`src/rtl/light_pkg.sv`:
```
// Shared types and helpers for the traffic-light bus monitor.
// Phase codes match the decoded order RED -> YELLOW -> GREEN.
package light_pkg;

    typedef logic [1:0] phase_t;

    localparam phase_t PH_RED     = 2'd0;
    localparam phase_t PH_YELLOW  = 2'd1;
    localparam phase_t PH_GREEN   = 2'd2;
    localparam phase_t PH_INVALID = 2'd3;

    typedef enum logic {
        ST_UNSYNC = 1'b0,
        ST_TRACK  = 1'b1
    } state_t;

    function automatic phase_t next_phase(input phase_t p);
        phase_t n;
        case (p)
            PH_RED:    n = PH_YELLOW;
            PH_YELLOW: n = PH_GREEN;
            PH_GREEN:  n = PH_RED;
            default:   n = PH_INVALID;
        endcase
        return n;
    endfunction

endpackage

```
`src/rtl/light_decode.sv`:
```
// One-hot light bus to phase code decoder.
// Anything that is not exactly one-hot, including all-off, is INVALID.
module light_decode
    import light_pkg::*;
(
    input  logic   red_i,
    input  logic   yellow_i,
    input  logic   green_i,
    output phase_t phase_o
);

    always_comb begin
        phase_o = PH_INVALID;
        case ({red_i, yellow_i, green_i})
            3'b100:  phase_o = PH_RED;
            3'b010:  phase_o = PH_YELLOW;
            3'b001:  phase_o = PH_GREEN;
            default: phase_o = PH_INVALID;
        endcase
    end

endmodule

```
`src/rtl/light_monitor.sv`:
```
// Passive checker for the traffic-light sequencer bus: order,
// one-hot and dwell checks with sticky flags and a cycle counter.
module light_monitor
    import light_pkg::*;
#(
    parameter int CNT_W     = 16,
    parameter int MAX_DWELL = 1
) (
    input  logic             clk,
    input  logic             rst,
    input  logic             red,
    input  logic             yellow,
    input  logic             green,
    input  logic             clr_err,
    output logic [1:0]       phase,
    output logic             locked,
    output logic             err_onehot,
    output logic             err_order,
    output logic             err_dwell,
    output logic [CNT_W-1:0] cycle_count
);

    localparam logic [CNT_W-1:0] MAX_D   = CNT_W'(MAX_DWELL);
    localparam logic [CNT_W-1:0] ONE     = CNT_W'(1);
    localparam logic [CNT_W-1:0] ALL_ONE = '1;

    phase_t           cur;
    state_t           state_q, state_d;
    phase_t           phase_q, phase_d;
    logic             locked_q, locked_d;
    logic             eoh_q, eoh_d;
    logic             eord_q, eord_d;
    logic             edw_q, edw_d;
    logic [CNT_W-1:0] dwell_q, dwell_d;
    logic [CNT_W-1:0] cnt_q, cnt_d;
    logic [CNT_W-1:0] dwell_inc;
    logic             set_oh, set_ord, set_dw;

    light_decode u_decode (
        .red_i    (red),
        .yellow_i (yellow),
        .green_i  (green),
        .phase_o  (cur)
    );

    assign dwell_inc = (dwell_q == ALL_ONE) ? dwell_q : dwell_q + ONE;

    always_comb begin
        state_d  = state_q;
        phase_d  = cur;
        locked_d = locked_q;
        dwell_d  = dwell_q;
        cnt_d    = cnt_q;
        set_oh   = 1'b0;
        set_ord  = 1'b0;
        set_dw   = 1'b0;
        case (state_q)
            ST_UNSYNC: begin
                if (cur == PH_INVALID) begin
                    set_oh = 1'b1;
                end else begin
                    state_d = ST_TRACK;
                    dwell_d = ONE;
                end
            end
            default: begin
                if (cur == PH_INVALID) begin
                    set_oh   = 1'b1;
                    state_d  = ST_UNSYNC;
                    locked_d = 1'b0;
                    dwell_d  = '0;
                end else if (cur == phase_q) begin
                    dwell_d = dwell_inc;
                    set_dw  = (dwell_inc > MAX_D);
                end else if (cur == next_phase(phase_q)) begin
                    locked_d = 1'b1;
                    dwell_d  = ONE;
                    if (phase_q == PH_GREEN && cnt_q != ALL_ONE)
                        cnt_d = cnt_q + ONE;
                end else begin
                    // Resynchronise on the unexpected phase
                    set_ord  = 1'b1;
                    locked_d = 1'b0;
                    dwell_d  = ONE;
                end
            end
        endcase
        eoh_d  = set_oh  | (eoh_q  & ~clr_err);
        eord_d = set_ord | (eord_q & ~clr_err);
        edw_d  = set_dw  | (edw_q  & ~clr_err);
    end

    always_ff @(posedge clk) begin
        if (!rst) begin
            state_q  <= ST_UNSYNC;
            phase_q  <= PH_INVALID;
            locked_q <= 1'b0;
            eoh_q    <= 1'b0;
            eord_q   <= 1'b0;
            edw_q    <= 1'b0;
            dwell_q  <= '0;
            cnt_q    <= '0;
        end else begin
            state_q  <= state_d;
            phase_q  <= phase_d;
            locked_q <= locked_d;
            eoh_q    <= eoh_d;
            eord_q   <= eord_d;
            edw_q    <= edw_d;
            dwell_q  <= dwell_d;
            cnt_q    <= cnt_d;
        end
    end

    assign phase       = phase_q;
    assign locked      = locked_q;
    assign err_onehot  = eoh_q;
    assign err_order   = eord_q;
    assign err_dwell   = edw_q;
    assign cycle_count = cnt_q;

endmodule

```
`config.mk`:
```
export PLATFORM = sky130hd
export DESIGN_NAME = light_monitor
export DESIGN_NICKNAME = d
export VERILOG_FILES = /design/src/rtl/light_pkg.sv /design/src/rtl/light_decode.sv /design/src/rtl/light_monitor.sv
export SDC_FILE = /design/constraint.sdc
export NUM_CORES = 1
export LEC_CHECK = 0
export ABC_AREA = 1
export BUFFER_PORTS_ARGS = -buffer_cell sky130_fd_sc_hd__buf_2
export CAP_MARGIN = 5
export CORE_MARGIN = 1
export CORE_UTILIZATION = 56
export DETAILED_ROUTE_END_ITERATION = 7
export PLACE_DENSITY = 0.77
export SYNTH_ARGS = -nofsm -noshare
export SYNTH_HDL_FRONTEND = slang
export SYNTH_SLANG_ARGS = --single-unit
```
`constraint.sdc`:
```
create_clock -name clk -period 2.15 [get_ports clk]
set_input_delay 0.215 -clock clk [delete_from_list [all_inputs] [get_ports clk]]
set_output_delay 0.215 -clock clk [all_outputs]
set_load 0.005 [all_outputs]
```
# Word level (Yosys, flattened, before mapping)
# Index checks and enable logic that the tools add are counted.
word_totals:
  reg_bits: 39
  inputBits: 6
  elab_cells: 58
op_classes:
  n_addsub: 2
  magnitude_cmp: 1
  eq_ne: 12
  n_mux: 22
  bitwise_logic: 9
  n_reduce_logical: 4
ops:
  columns: ["op", "count"]
  rows:
  - ["16-bit 2-to-1 mux", 5]
  - ["16-bit by 1-bit adder with 16-bit output (second input constant)", 2]
  - ["16-bit equality test (second input constant)", 1]
  - ["16-bit by 1-bit > comparator with 1-bit output (second input constant)", 1]
  - ["16-bit inequality test (second input constant)", 1]
  - ["1-bit 2-to-1 mux", 12]
  - ["2-bit one-hot mux with 3 select lines", 2]
  - ["2-bit 2-to-1 mux", 3]
  - ["5-bit AND reduction", 1]
  - ["2-bit equality test", 2]
  - ["2-bit equality test (second input constant)", 2]
  - ["2-bit inequality test (second input constant)", 2]
  - ["1-bit bitwise AND", 3]
  - ["3-bit by 1-bit equality test with 1-bit output (second input constant)", 1]
  - ["3-bit by 2-bit equality test with 1-bit output (second input constant)", 1]
  - ["3-bit equality test (second input constant)", 1]
  - ["1-bit inverter", 3]
  - ["1-bit OR", 3]
  - ["2-bit by 1-bit equality test with 1-bit output (second input constant)", 1]
  - ["2-bit zero test", 1]
  - ["2-bit AND reduction", 1]
  - ["1-bit logical AND", 1]

# Depth between registers and ports, before layout
depth:
  depth_word: 12
  mapped_depth: 14

# By module
# A second synthesis with hierarchy kept.
hier_totals:
  hier_cells: 381
  hier_area_um2: 2389.8
modules_own_cells:
  columns: ["mod", "instances", "cells_each", "area_per_inst_um2", "seq_area_each_um2"]
  rows:
  - ["light_monitor", 1, 371, 2347.3, 780.7]
  - ["light_decode", 1, 10, 42.5, 0.0]

# Worst setup path before layout
# Ideal clock, no wire load.
synth_timing:
  path_kind: "flip-flop to flip-flop"
  start: "reg dwell_q[0]"
  end: "reg edw_q (netlist: err_dwell)"
  setup_ps: 134
  arrival_time_ps: 1599
  t_required_ps: 2016
  setup_slack_ps: 417
  stages_incl_launch_ff: 13
  n_path_buf: 0
  period_less_slack_ps: 1733
  path_cell_list: "dfxtp_1 > ha_1 > inv_1 > nor2_2 > nand2_2 > nor2_4 > nand2_1 > a21oi_1 > nand2_1 > nor2_1 > nand3_1 > nand2_1 > a21oi_1"
synth_between:
  elab_chain_len: 7
  word_cells_on_any_way: 8
  cone_classes: "add/sub (1); order compare (1); eq/ne (1); mux (4); bitwise (1)"
synth_rtl:
  columns: ["item", "line", "rtl"]
  rows:
  - ["start, declared", "light_monitor.sv:34", "logic [CNT_W-1:0] dwell_q, dwell_d;"]
  - ["start signal, assigned", "light_monitor.sv:110", "dwell_q <= dwell_d;"]
  - ["16-bit by 1-bit adder with 16-bit output or 16-bit equality test (tied branches)", "light_monitor.sv:46", "assign dwell_inc = (dwell_q == ALL_ONE) ? dwell_q : dwell_q + ONE;"]
  - ["16-bit 2-to-1 mux (*)", "light_monitor.sv:46", null]
  - ["16-bit by 1-bit > comparator with 1-bit output (*)", "light_monitor.sv:74", "set_dw = (dwell_inc > MAX_D);"]
  - ["1-bit 2-to-1 mux (*)", "light_monitor.sv:72", "end else if (cur == phase_q) begin"]
  - ["1-bit 2-to-1 mux (*)", "light_monitor.sv:67", "if (cur == PH_INVALID) begin"]
  - ["1-bit 2-to-1 mux (*)", "light_monitor.sv:57", "case (state_q)"]
  - ["1-bit OR (*)", "light_monitor.sv:90", "edw_d = set_dw | (edw_q & ~clr_err);"]
  - ["end signal, assigned", "light_monitor.sv:109", "edw_q <= edw_d;"]
  - ["end, declared", "light_monitor.sv:33", "logic edw_q, edw_d;"]
# Mark *: on every way between the ends. The rest lies on a longest branch, timed or not.
# A chain may end at the register's enable or synchronous reset.

# Final worst setup path
# Ends and elaborated chain as after synthesis.

==> flow_summary.json <==
{
  "status": "completed",
  "setup_viol": 0,
  "synth_seq_cells": 39,
  "r2r_end": "err_dwell",
  "vdd_drop_max_mv": 0.348,
  "grt_pass1_vias": 2215,
  "hp-start": "rst",
  "timing.hold.worst.class": "primary input to flip-flop",
  "max_slew.worst_pin.slew_ns": 0.482,
  "finalSetupTns_ns": 0,
  "grt_max_degree": 18,
  "async_flop_share_pct": 0,
  "intPower_mw": 1.01,
  "finalClockSkew_ns": 0.00510,
  "criticalPathCategory": "flip-flop to flip-flop",
  "fp-row-count": 24,
  "port_buffers": 27,
  "syn2layout_area_growth_pct": 10.0,
  "seq_power_share_pct": 53.5,
  "relSlewSlack_pct": 67.7,
  "setup_slack_ns": 0.240,
  "pwr-share-clk_pct": 34.6,
  "clk_pin_slew_ns": 0.07,
  "p_leak_nw": 1.21,
  "setup.worst_path.start_class": "flip-flop",
  "io_pins": 28,
  "final_cell_area_um2": 2850,
  "period_share_pct": 88.8,
  "fin_crit_ns": 1.91,
  "num_vias": 2475,
  "drive_gt1_share_pct": 20.3,
  "r2r_cells": 12,
  "post-place-ws_ns": 0.164,
  "antenna_found_initial": 0,
  "crit_slowest_cell": "dfxtp_1",
  "synth_enable_flop_cells": 0,
  "drt_iter0_drc": 154,
  "path_common_cell": "nand2_1",
  "swShare_pct": 27.1,
  "hold_viol_final": 0,
  "antenna_cells": 0,
  "worst-path-max-fanout": 6,
  "cts_root_buffer": "clkbuf_8",
  "viasPerCell": 5.38,
  "drc": 0,
  "nNetsFinal": 418,
  "ys_seq_area_share_pct": 30.1,
  "post_cts_buffers": 0,
  "clkLatencyLatePin_ns": 0.29,
  "dpl_cell_area_um2": 2760,
  "rsz0062_at_grt": "false",
  "dieArea_um2": 4900,
  "r2r_setup_slack_ns": 0.24,
  "cts_made_buffers": 5,
  "hold_end": "phase[0]",
  "combPwrFrac_pct": 12.0,
  "multi_input_area_um2": 1600,
  "mostFrequentLayoutCells": "nand2_1, dfxtp_1, inv_1, nor2_1, buf_2",
  "p_switching_mw": 0.376,
  "synth_nets": 388,
  "wl_per_cell_um": 12.0,
  "die_x_um": 70.0,
  "synth_warnings": 0,
  "netlist_instances": 377,
  "fmaxAchievable_mhz": 524,
  "place.gp.congestion": 0.892,
  "fill_cells": 405,
  "cts_tree": "yes",
  "drt_wl_total_um": 5500,
  "syn_area_um2": 2590,
  "drv_cap": 0,
  "firstDrtPassIters": 4,
  "final_antenna_net_count": 0,
  "synth_cell_types": 33,
  "grt_overflow": 0,
  "hpwl_um": 4080,
  "ys.flop_type": "dfxtp_1",
  "die_height_um": 70.0,
  "core-area_um2": 4410,
  "reg2reg_from": "dwell_q[0]",
  "slew_violations": 0,
  "avgSynthCellArea_um2": 6.87,
  "htree_levels": 2,
  "initial_core_util_pct": 58.7,
  "grt_pass1_wl_um": 9820,
  "path_cells": "ha_2 > inv_1 > nor2_2 > nand2_2 > nor2_4 > nand2_1 > a21oi_1 > nand2_1 > nor2_1 > nand3_1 > nand2_1 > a21oi_1",
  "crit_required_ns": 2.33,
  "power_density_nw_per_um2": 487,
  "clock_sinks": 39,
  "grtUsageTotal_pct": 24.1,
  "min_path_cells": 2,
  "crit_arrival_ns": 2.09,
  "final_common_cell": "nand2_1",
  "endpoint_kind": "flip-flop",
  "ff_latch_area_um2": 781,
  "crit_path_max_incr_delay_ns": 0.42,
  "clk_path_buf_depth": 2
}
cell families after synthesis:
family	share of synthesized area, %
AO/OA/AOI/OAI	9.71
XOR/XNOR	8.02
adder cells (fa/ha/maj)	2.41
flip-flops	30.1
AND/OR/NAND/NOR	41.3
buffers and inverters	8.40
cell type report:
class | instances | share of cell area, %
Timing Repair Buffer | 33 | 6.32
Clock inverter | 1 | 0.176
Multi-Input combinational cell | 290 | 56.1
Inverter | 38 | 5.00
Tap cell | 52 | 2.28
Sequential cell | 39 | 27.4
Clock buffer | 7 | 2.68
routing by layer:
metal	GRT usage, %	vias to the layer above	part of all wire [%]
li1	-	1285	-
met1	34.5	1125	51
met2	37.0	58	44
met3	5.05	7	4.3
met4	5.78	0	1.2
met5	0	-	0
timing repair:
action | in CTS | in global routing
gates resized for setup | 0 | 2
hold buffers | 0 | 0
setup endpoints to repair | 0 | 1
Yosys cell counts (all sizes together), types with 3 or more instances:
cell | instances | area [um^2]
nand3b | 3 | 22.5
inv | 37 | 139
xor2 | 17 | 164
nor2 | 40 | 193
nand4 | 22 | 138
xnor2 | 5 | 43.8
ha | 5 | 62.6
o21ai | 5 | 25.0
dfxtp | 39 | 781
nor3 | 4 | 42.5
nand3 | 28 | 168
clkbuf | 3 | 11.3
nand2 | 120 | 483
a21oi | 35 | 213
buf | 7 | 63.8
state kept, by name, indices dropped and copies added, names as in the netlist:
| signal | flops |
|---|---|
| locked | 1 |
| phase | 2 |
| err_onehot | 1 |
| err_dwell | 1 |
| dwell_q | 16 |
| cycle_count | 16 |
| err_order | 1 |
| state_q | 1 |
critical path, delay by kind of cell (launching register included):
family          cells  cell delay [ns]
buf+inv             1             0.07
fa+ha+maj           1             0.26
compound gates      2             0.21
flops               1             0.42
simple gates        8             0.84
worst max path at each step:
| stage | from | endpoint | slack [ns] | cells past startpoint |
|---|---|---|---|---|
| floorplan | dwell_q[0] | err_dwell | 0.42 | 12 |
| global placement | dwell_q[0] | err_dwell | 0.25 | 13 |
| detailed placement | dwell_q[0] | err_dwell | 0.16 | 13 |
| CTS | dwell_q[0] | err_dwell | 0.15 | 13 |
| global route | dwell_q[0] | err_dwell | 0.07 | 12 |
| finish | dwell_q[0] | err_dwell | 0.24 | 12 |
per-stage QoR:
stage / total power, mW / hold WS [ns] / cells / utilization [%]
global placement: 0.921 / 0.455 / 452 / 62.6
global route: 1.45 / 0.175 / 460 / 64.6
floorplan: 0.884 / 0.303 / 377 / -
finish: 1.39 / 0.166 / 460 / 64.6
detailed placement: 0.924 / 0.459 / 452 / 62.6
CTS: 1.40 / 0.158 / 460 / 64.4
power groups by stage:
stage	registers (mW)	clock network [mW]	logic (mW)
after detailed placement	0.758	0	0.165
after CTS	0.741	0.492	0.166
final	0.741	0.480	0.166
after global routing	0.743	0.520	0.185
after global placement	0.758	0	0.163
after floorplan	0.757	0	0.127
Note: power is estimated with default switching activity, not from simulation.
